### config.mk
export PLATFORM = sky130hd
export DESIGN_NAME = ca_run_ctrl
export DESIGN_NICKNAME = d
export VERILOG_FILES = /design/src/rtl/ca_pkg.sv /design/src/rtl/ca_step.sv /design/src/rtl/ca_run_ctrl.sv
export SDC_FILE = /design/constraint.sdc
export NUM_CORES = 2
export LEC_CHECK = 0
export CAP_MARGIN = 20
export CORE_AREA = 4 4 419 421
export CTS_CLUSTER_SIZE = 14
export DETAILED_ROUTE_END_ITERATION = 16
export DIE_AREA = 0 0 423 425
export GPL_ROUTABILITY_DRIVEN = 0
export HOLD_SLACK_MARGIN = 0.15
export PLACE_DENSITY_LB_ADDON = 0.15
export SLEW_MARGIN = 20
export SYNTH_ARGS = -nofsm -noshare
export SYNTH_HDL_FRONTEND = slang
export SYNTH_HIERARCHICAL = 1
export SYNTH_SLANG_ARGS = --single-unit
### constraint.sdc
create_clock -name clk -period 4.8 [get_ports clk]
set_clock_uncertainty 0.15 [all_clocks]
set_input_delay 0.96 -clock clk [delete_from_list [all_inputs] [get_ports clk]]
set_output_delay 0.96 -clock clk [all_outputs]
set_load 0.01 [all_outputs]
### src/rtl/ca_pkg.sv
// Shared types and defaults for the cellular-automaton run controller.
// Holds the FSM state encoding and the default array/counter widths.
package ca_pkg;

  localparam int CA_WIDTH_DEF = 512;
  localparam int CA_CNT_W_DEF = 16;

  typedef enum logic [1:0] {
    ST_IDLE = 2'd0,
    ST_RUN  = 2'd1,
    ST_HOLD = 2'd2
  } ca_state_e;

endpackage

### src/rtl/ca_step.sv
// One combinational generation of an elementary (Wolfram) cellular automaton.
// Cells beyond either end of the array read as 0, so the array does not wrap.
module ca_step #(
  parameter int WIDTH = 512
) (
  input  logic [WIDTH-1:0] q,
  input  logic [7:0]       rule,
  output logic [WIDTH-1:0] next
);

  // Zero guard cell at each end: padded[i+2:i] is {q[i+1], q[i], q[i-1]}.
  logic [WIDTH+1:0] padded;

  assign padded = {1'b0, q, 1'b0};

  always_comb begin
    next = '0;
    for (int i = 0; i < WIDTH; i++) begin
      next[i] = rule[padded[i+2 -: 3]];
    end
  end

endmodule

### src/rtl/ca_run_ctrl.sv
// Runs a Wolfram-rule cellular automaton for a commanded number of generations,
// one generation per cycle, then holds the result until it is consumed.
module ca_run_ctrl
  import ca_pkg::*;
#(
  parameter int WIDTH = CA_WIDTH_DEF,
  parameter int CNT_W = CA_CNT_W_DEF
) (
  input  logic             clk,
  input  logic             rst_n,
  input  logic             cmd_valid,
  output logic             cmd_ready,
  input  logic [7:0]       cmd_rule,
  input  logic [WIDTH-1:0] cmd_seed,
  input  logic [CNT_W-1:0] cmd_gens,
  input  logic             abort,
  output logic             res_valid,
  input  logic             res_ready,
  output logic [WIDTH-1:0] res_state,
  output logic [CNT_W-1:0] res_gens_done,
  output logic             res_aborted,
  output logic             busy,
  output ca_state_e        dbg_state
);

  // Handshakes: a transfer happens on a rising edge where valid & ready are
  // both high; cmd_ready is high only in IDLE, res_valid only in HOLD.

  ca_state_e        state, state_d;
  logic [WIDTH-1:0] cells;
  logic [7:0]       rule_q;
  logic [CNT_W-1:0] remaining;
  logic [CNT_W-1:0] gens_done;
  logic             aborted;
  logic [WIDTH-1:0] cells_next;
  logic             accept;
  logic             do_step;

  ca_step #(.WIDTH(WIDTH)) u_step (
    .q    (cells),
    .rule (rule_q),
    .next (cells_next)
  );

  always_ff @(posedge clk or negedge rst_n) begin
    if (!rst_n) begin
      state <= ST_IDLE;
    end else begin
      state <= state_d;
    end
  end

  always_comb begin
    state_d   = state;
    cmd_ready = 1'b0;
    res_valid = 1'b0;
    busy      = 1'b0;
    accept    = 1'b0;
    do_step   = 1'b0;
    case (state)
      ST_IDLE: begin
        cmd_ready = 1'b1;
        if (cmd_valid) begin
          accept  = 1'b1;
          state_d = (cmd_gens == '0) ? ST_HOLD : ST_RUN;
        end
      end
      ST_RUN: begin
        busy = 1'b1;
        // Abort wins even over the final generation.
        if (abort) begin
          state_d = ST_HOLD;
        end else begin
          do_step = 1'b1;
          if (remaining == CNT_W'(1)) state_d = ST_HOLD;
        end
      end
      ST_HOLD: begin
        busy      = 1'b1;
        res_valid = 1'b1;
        if (res_ready) state_d = ST_IDLE;
      end
      default: state_d = ST_IDLE;
    endcase
  end

  always_ff @(posedge clk or negedge rst_n) begin
    if (!rst_n) begin
      cells     <= '0;
      rule_q    <= '0;
      remaining <= '0;
      gens_done <= '0;
      aborted   <= 1'b0;
    end else if (accept) begin
      cells     <= cmd_seed;
      rule_q    <= cmd_rule;
      remaining <= cmd_gens;
      gens_done <= '0;
      aborted   <= 1'b0;
    end else if (state == ST_RUN) begin
      if (abort) begin
        aborted <= 1'b1;
      end else if (do_step) begin
        cells     <= cells_next;
        remaining <= remaining - CNT_W'(1);
        gens_done <= gens_done + CNT_W'(1);
      end
    end
  end

  assign res_state     = cells;
  assign res_gens_done = gens_done;
  assign res_aborted   = aborted;
  assign dbg_state     = state;

endmodule

Word level (Yosys, flattened, before mapping)
Cells that the tools add are included.
{"block": "op_classes", "mux": 1052, "reduce_logical": 9, "order_cmp": 512, "add_sub_neg": 2, "eq_ne": 7}
{"cell": "$mux W512", "n": 4}
{"cell": "$lt A3 B4 Y1 const B", "n": 511}
{"cell": "$bmux W1 S3", "n": 510}
{"cell": "$mux W1", "n": 522}
{"cell": "$mux W16", "n": 8}
{"cell": "$add A16 B1 Y16 const B", "n": 1}
{"cell": "$eq A16 B1 Y1 const B", "n": 1}
{"cell": "$logic_not A16 Y1", "n": 1}
{"cell": "$sub A16 B1 Y16 const B", "n": 1}
{"cell": "$mux W2", "n": 5}
{"cell": "$pmux W2 S3", "n": 1}
{"cell": "$reduce_and A3 Y1", "n": 2}
{"cell": "$reduce_bool A2 Y1", "n": 3}
{"cell": "$bmux W1 S2", "n": 2}
{"cell": "$lt A2 B4 Y1 const B", "n": 1}
{"cell": "$ne A2 B2 Y1 const B", "n": 2}
{"cell": "$ne A3 B3 Y1 const B", "n": 1}
{"cell": "$eq A2 B1 Y1 const B", "n": 1}
{"cell": "$eq A2 B2 Y1 const B", "n": 1}
{"cell": "$logic_not A2 Y1", "n": 1}
{"cell": "$ne A2 B1 Y1 const B", "n": 1}
{"cell": "$reduce_and A2 Y1", "n": 1}
{"cell": "$reduce_or A2 Y1", "n": 1}
{"block": "totals", "elab_cells": 1588, "output_inout_bits": 534, "in_bits": 541, "register_bits": 555}

Logic depth before layout (Yosys ltp)
{"block": "depth", "ltp_word": 6, "ltp_mapped": 10, "mapped_depth_nobuf": 7}

Cells and area by module
Netlist, hierarchy kept.
{"module": "ca_step", "area_per_inst_um2": 31605.3, "seq_area_each_um2": 0.0, "n_inst": 1, "cells_per_inst": 2121}
{"module": "ca_run_ctrl", "area_per_inst_um2": 24996.5, "seq_area_each_um2": 13888.3, "n_inst": 1, "cells_per_inst": 3030}

Worst setup path before layout
OpenSTA, ideal clock, no wires.
{"block": "synth_timing", "path_type": "input to register", "start": "in cmd_valid", "end": "reg cells[216] (netlist: res_state[216])", "cell_stages": 8, "required_time_ns": 4.568, "setup_time_ns": 0.082, "arrival_time_ns": 2.154, "slack_ns": 2.414, "n_path_buf": 5, "path_cell_list": "and2_1 > buf_6 > or2_1 > buf_2 > buf_2 > buf_2 > buf_2 > a31oi_1"}
{"block": "synth_between", "elab_chain_len": 4, "word_cells_on_any_way": 7, "classes_between": "eq/ne: 1; mux: 3; reduce/logical: 3"}
{"element": "from (decl)", "line": "ca_run_ctrl.sv:11", "text": "input logic cmd_valid,"}
{"element": "$mux W1 (*)", "line": "ca_run_ctrl.sv:63", "text": "if (cmd_valid) begin"}
{"element": "$mux W1 (*)", "line": "ca_run_ctrl.sv:60", "text": "case (state)"}
{"element": "$ne A2 B1 Y1 (no source line) / $reduce_bool A2 Y1 (equally long branches)"}
{"element": "$reduce_and A3 Y1 (no source line)"}
{"element": "to (signal assigned)", "line": "ca_run_ctrl.sv:95", "text": "cells <= cmd_seed;"}
{"element": "to (signal assigned)", "line": "ca_run_ctrl.sv:104", "text": "cells <= cells_next;"}
{"element": "to (decl)", "line": "ca_run_ctrl.sv:30", "text": "logic [WIDTH-1:0] cells;"}
Every way passes the cells marked *; elsewhere a longest branch is shown, timed or not.
A chain may end at the register's enable or synchronous reset.

Final worst setup path
{"block": "layout_timing", "start": "reg cells[326] (netlist: res_state[326])", "end": "out res_state[326]"}
{"element": "to (decl)", "line": "ca_run_ctrl.sv:19", "text": "output logic [WIDTH-1:0] res_state,"}
No word-level cell between the ends.

==> reports/results.tsv <==
metric	value	unit
run_status	completed	
grt_overflow_total	0	
asyncSetResetFlopFracSynth	100.0	%
drv_slew	0	
global_route.peak_usage_layer	met2	
design.portCount	1075	
core.rowCount	152	
worst_setup_ep_type	output pin	
remaining_antenna_violation_count	0	
worst-endpoint-required	3.69	ns
core-area	171400	um2
worstHoldPathType	input port to async pin	
ctsResizeCount	0	
clk_pin_slew	0.06	ns
grt_setup_unrepaired	false	
cpLargestDelayFamily	buffers and inverters	
cts_tree	yes	
fin_tns_setup	0	ns
postSynthCellCount	5151	
achievable-frequency	289.8	MHz
timing.critical_path.fanout_max	7	
synth_area_per_cell	10.99	um2
timing.critical_path.slowest_cell_delay	0.95	ns
detailed_place.area	68740	um2
worst-slew-pin-transition	1.048	ns
residual_drc	0	
finish.net_count	6217	
gr-usage-met1	37.14	%
detailed_route_vias_per_instance	6.166	
die_h	425	um
wl_per_cell	32.84	um
cell_chain_of_the_critical_path	clkdlybuf4s50_1	
final_hold_viols	0	
ys_seq_area_share	24.54	%
synth.net_count	5698	
cts_sinks	555	
postSynth.topFlopCell	sky130_fd_sc_hd__dfrtp_1	
drive_gt1_share	29.51	%
setup_bufs_post_cts	0	
numCtsBuffers	82	
setup.worst_path.start_class	register	
first_iter_violations	4714	
met3_usage_grt	5.767	%
use_met2	44.87	%
grt_first_pass_wirelength	381200	um
criticalPathCategory	register to output pin	
port_buffers	1074	
synth_top_cell_by_area	sky130_fd_sc_hd__mux4_2	
report.final.setup_viol	0	
vdd.ir_drop.worst	697.2	uV
first_global_vias	48680	
cts_buffer_depth	3	
final-instance-count-excl-fill	8091	
timing.final.crit_period	3.450	ns
leakage	26.40	nW
floorplan_die_area	179800	um2
worst-path-buf-inv	1	
post_synth_main_area_contributors	sky130_fd_sc_hd__mux4_2, sky130_fd_sc_hd__dfrtp_1, sky130_fd_sc_hd__mux2_2	
yosys.cell_count.top_type	sky130_fd_sc_hd__nand2_1	
die_width	423	um
detailroute.via_count	49890	
post-route-cell-area	71530	um2
worst_slack_after_detailed_placement	1.307	ns
insertion_delay	0.69	ns
synth.top_cell.area_share	36.01	%
finalCritPeriodShare	71.88	%
critical_path_depth	1	
detail_route.first_pass.iterations	6	
area.growth.synth_to_final	26.38	%
initial_core_util	33.03	%
synthTopCellsByCount	sky130_fd_sc_hd__nand2_1, sky130_fd_sc_hd__mux4_2, sky130_fd_sc_hd__dfrtp_1	
htree_num_levels	3	
antenna_found_initial	73	
cp_slowest_cell	sky130_fd_sc_hd__clkdlybuf4s50_1	
cts_hold_buffers	0	
overall_global_routing_resource_usage	28.61	%
total_power	63.68	mW
reg2regPathDepth	5	
synth_cell_types	48	
timing.final.ws_setup	1.350	ns
synth-seq-cells	555	
synth_area	56600	um2
place.detailed.hpwl	181800	um
regToRegStartpoint	rule_q[6]	
startpoint	res_state[326]	
timing.max_cap.violations	0	
pwr_density_cell	890.2	nW/um2
worstPathArrival	2.34	ns
yosys_warnings	6	
clockRootBuffer	sky130_fd_sc_hd__clkbuf_16	
routed_wirelength	265700	um
grt_max_degree	189	
nFillCells	16410	
regToRegSetupSlack	1.87	ns
synth_edf_count	0	
timing.slew.headroom	30.13	%
dpl.cell_count	7896	
==> area by class of cell <==
type	count	area (um2)	area share [%]
Antenna cell	51	127.6	0.1784
Clock buffer	126	2500	3.495
Clock inverter	18	160.2	0.2239
Inverter	12	45.04	0.06297
Multi-Input combinational cell	3807	39260	54.89
Sequential cell	555	13920	19.46
Tap cell	2310	2890	4.041
Timing Repair Buffer	1212	12630	17.66
==> metal layers <==
metal | share of wire, % | routed length, um | vias up
li1 | - | - | 20790
met3 | 7.2 | 19210 | 387
met5 | 0.029 | 76 | -
met1 | 39 | 104900 | 26480
met4 | 5.8 | 15300 | 10
met2 | 48 | 126300 | 2219
==> cells in the final DEF, fill, tap and decap left out, drive strengths merged, types with 4 or more instances in the layout <==
cell type | netlist | layout
a2111oi | 10 | 10
a21oi | 5 | 5
a31oi | 513 | 513
and3 | 4 | 4
buf | 187 | 139
clkbuf | 589 | 126
clkdlybuf4s50 | 1 | 1073
clkinv | 0 | 13
dfrtp | 555 | 555
diode | 0 | 51
ha | 6 | 6
inv | 12 | 13
mux2 | 504 | 504
mux4 | 1012 | 1012
nand2 | 1094 | 1094
nand3 | 4 | 4
nand4 | 5 | 5
nor2 | 537 | 537
nor2b | 12 | 12
nor3 | 11 | 11
nor4 | 11 | 11
o2111ai | 5 | 5
o21ai | 27 | 27
or3 | 5 | 5
xnor2 | 17 | 17
xor2 | 9 | 9
==> report_power, final <==
part | total, mW | switching [mW] | internal [mW]
sequential | 15.1 | 8.00 | 7.09
combinational | 42.3 | 17.9 | 24.4
clock | 6.31 | 2.65 | 3.67
==> through the flow <==
stage / utilization, % / hold slack (ns)
5_1_grt: 41.73 / 0.1983
4_1_cts: 41.67 / 0.1577
3_5_place_dp: 40.12 / 0.3358
2_1_floorplan: - / 0.3184
3_3_place_gp: 40.12 / 0.3377
6_report: 41.74 / 0.1880
==> worst paths after layout <==
check / endpoint
worst min register to register: res_aborted
worst max-delay path: res_state[326]
max in group asynchronous: res_state[215]
worst max register to register: res_state[386]
min in group clk: res_aborted
worst min-delay path: res_state[447]
==> sequential cells by signal, indices dropped and copies added (netlist names) <==
| name | cells |
|---|---|
| dbg_state | 2 |
| remaining | 16 |
| res_aborted | 1 |
| res_gens_done | 16 |
| res_state | 512 |
| rule_q | 8 |
==> logic make-up after synthesis <==
family | after synthesis | synth area share (%)
xor+xnor | 26 | 0.4023
fa+ha+maj | 6 | 0.1326
flops | 555 | 24.54
mux | 1517 | 51.02
buf+inv | 789 | 6.123
compound gates | 563 | 6.234
simple gates | 1695 | 11.55
No activity file was read; power rests on OpenSTA's default activity.
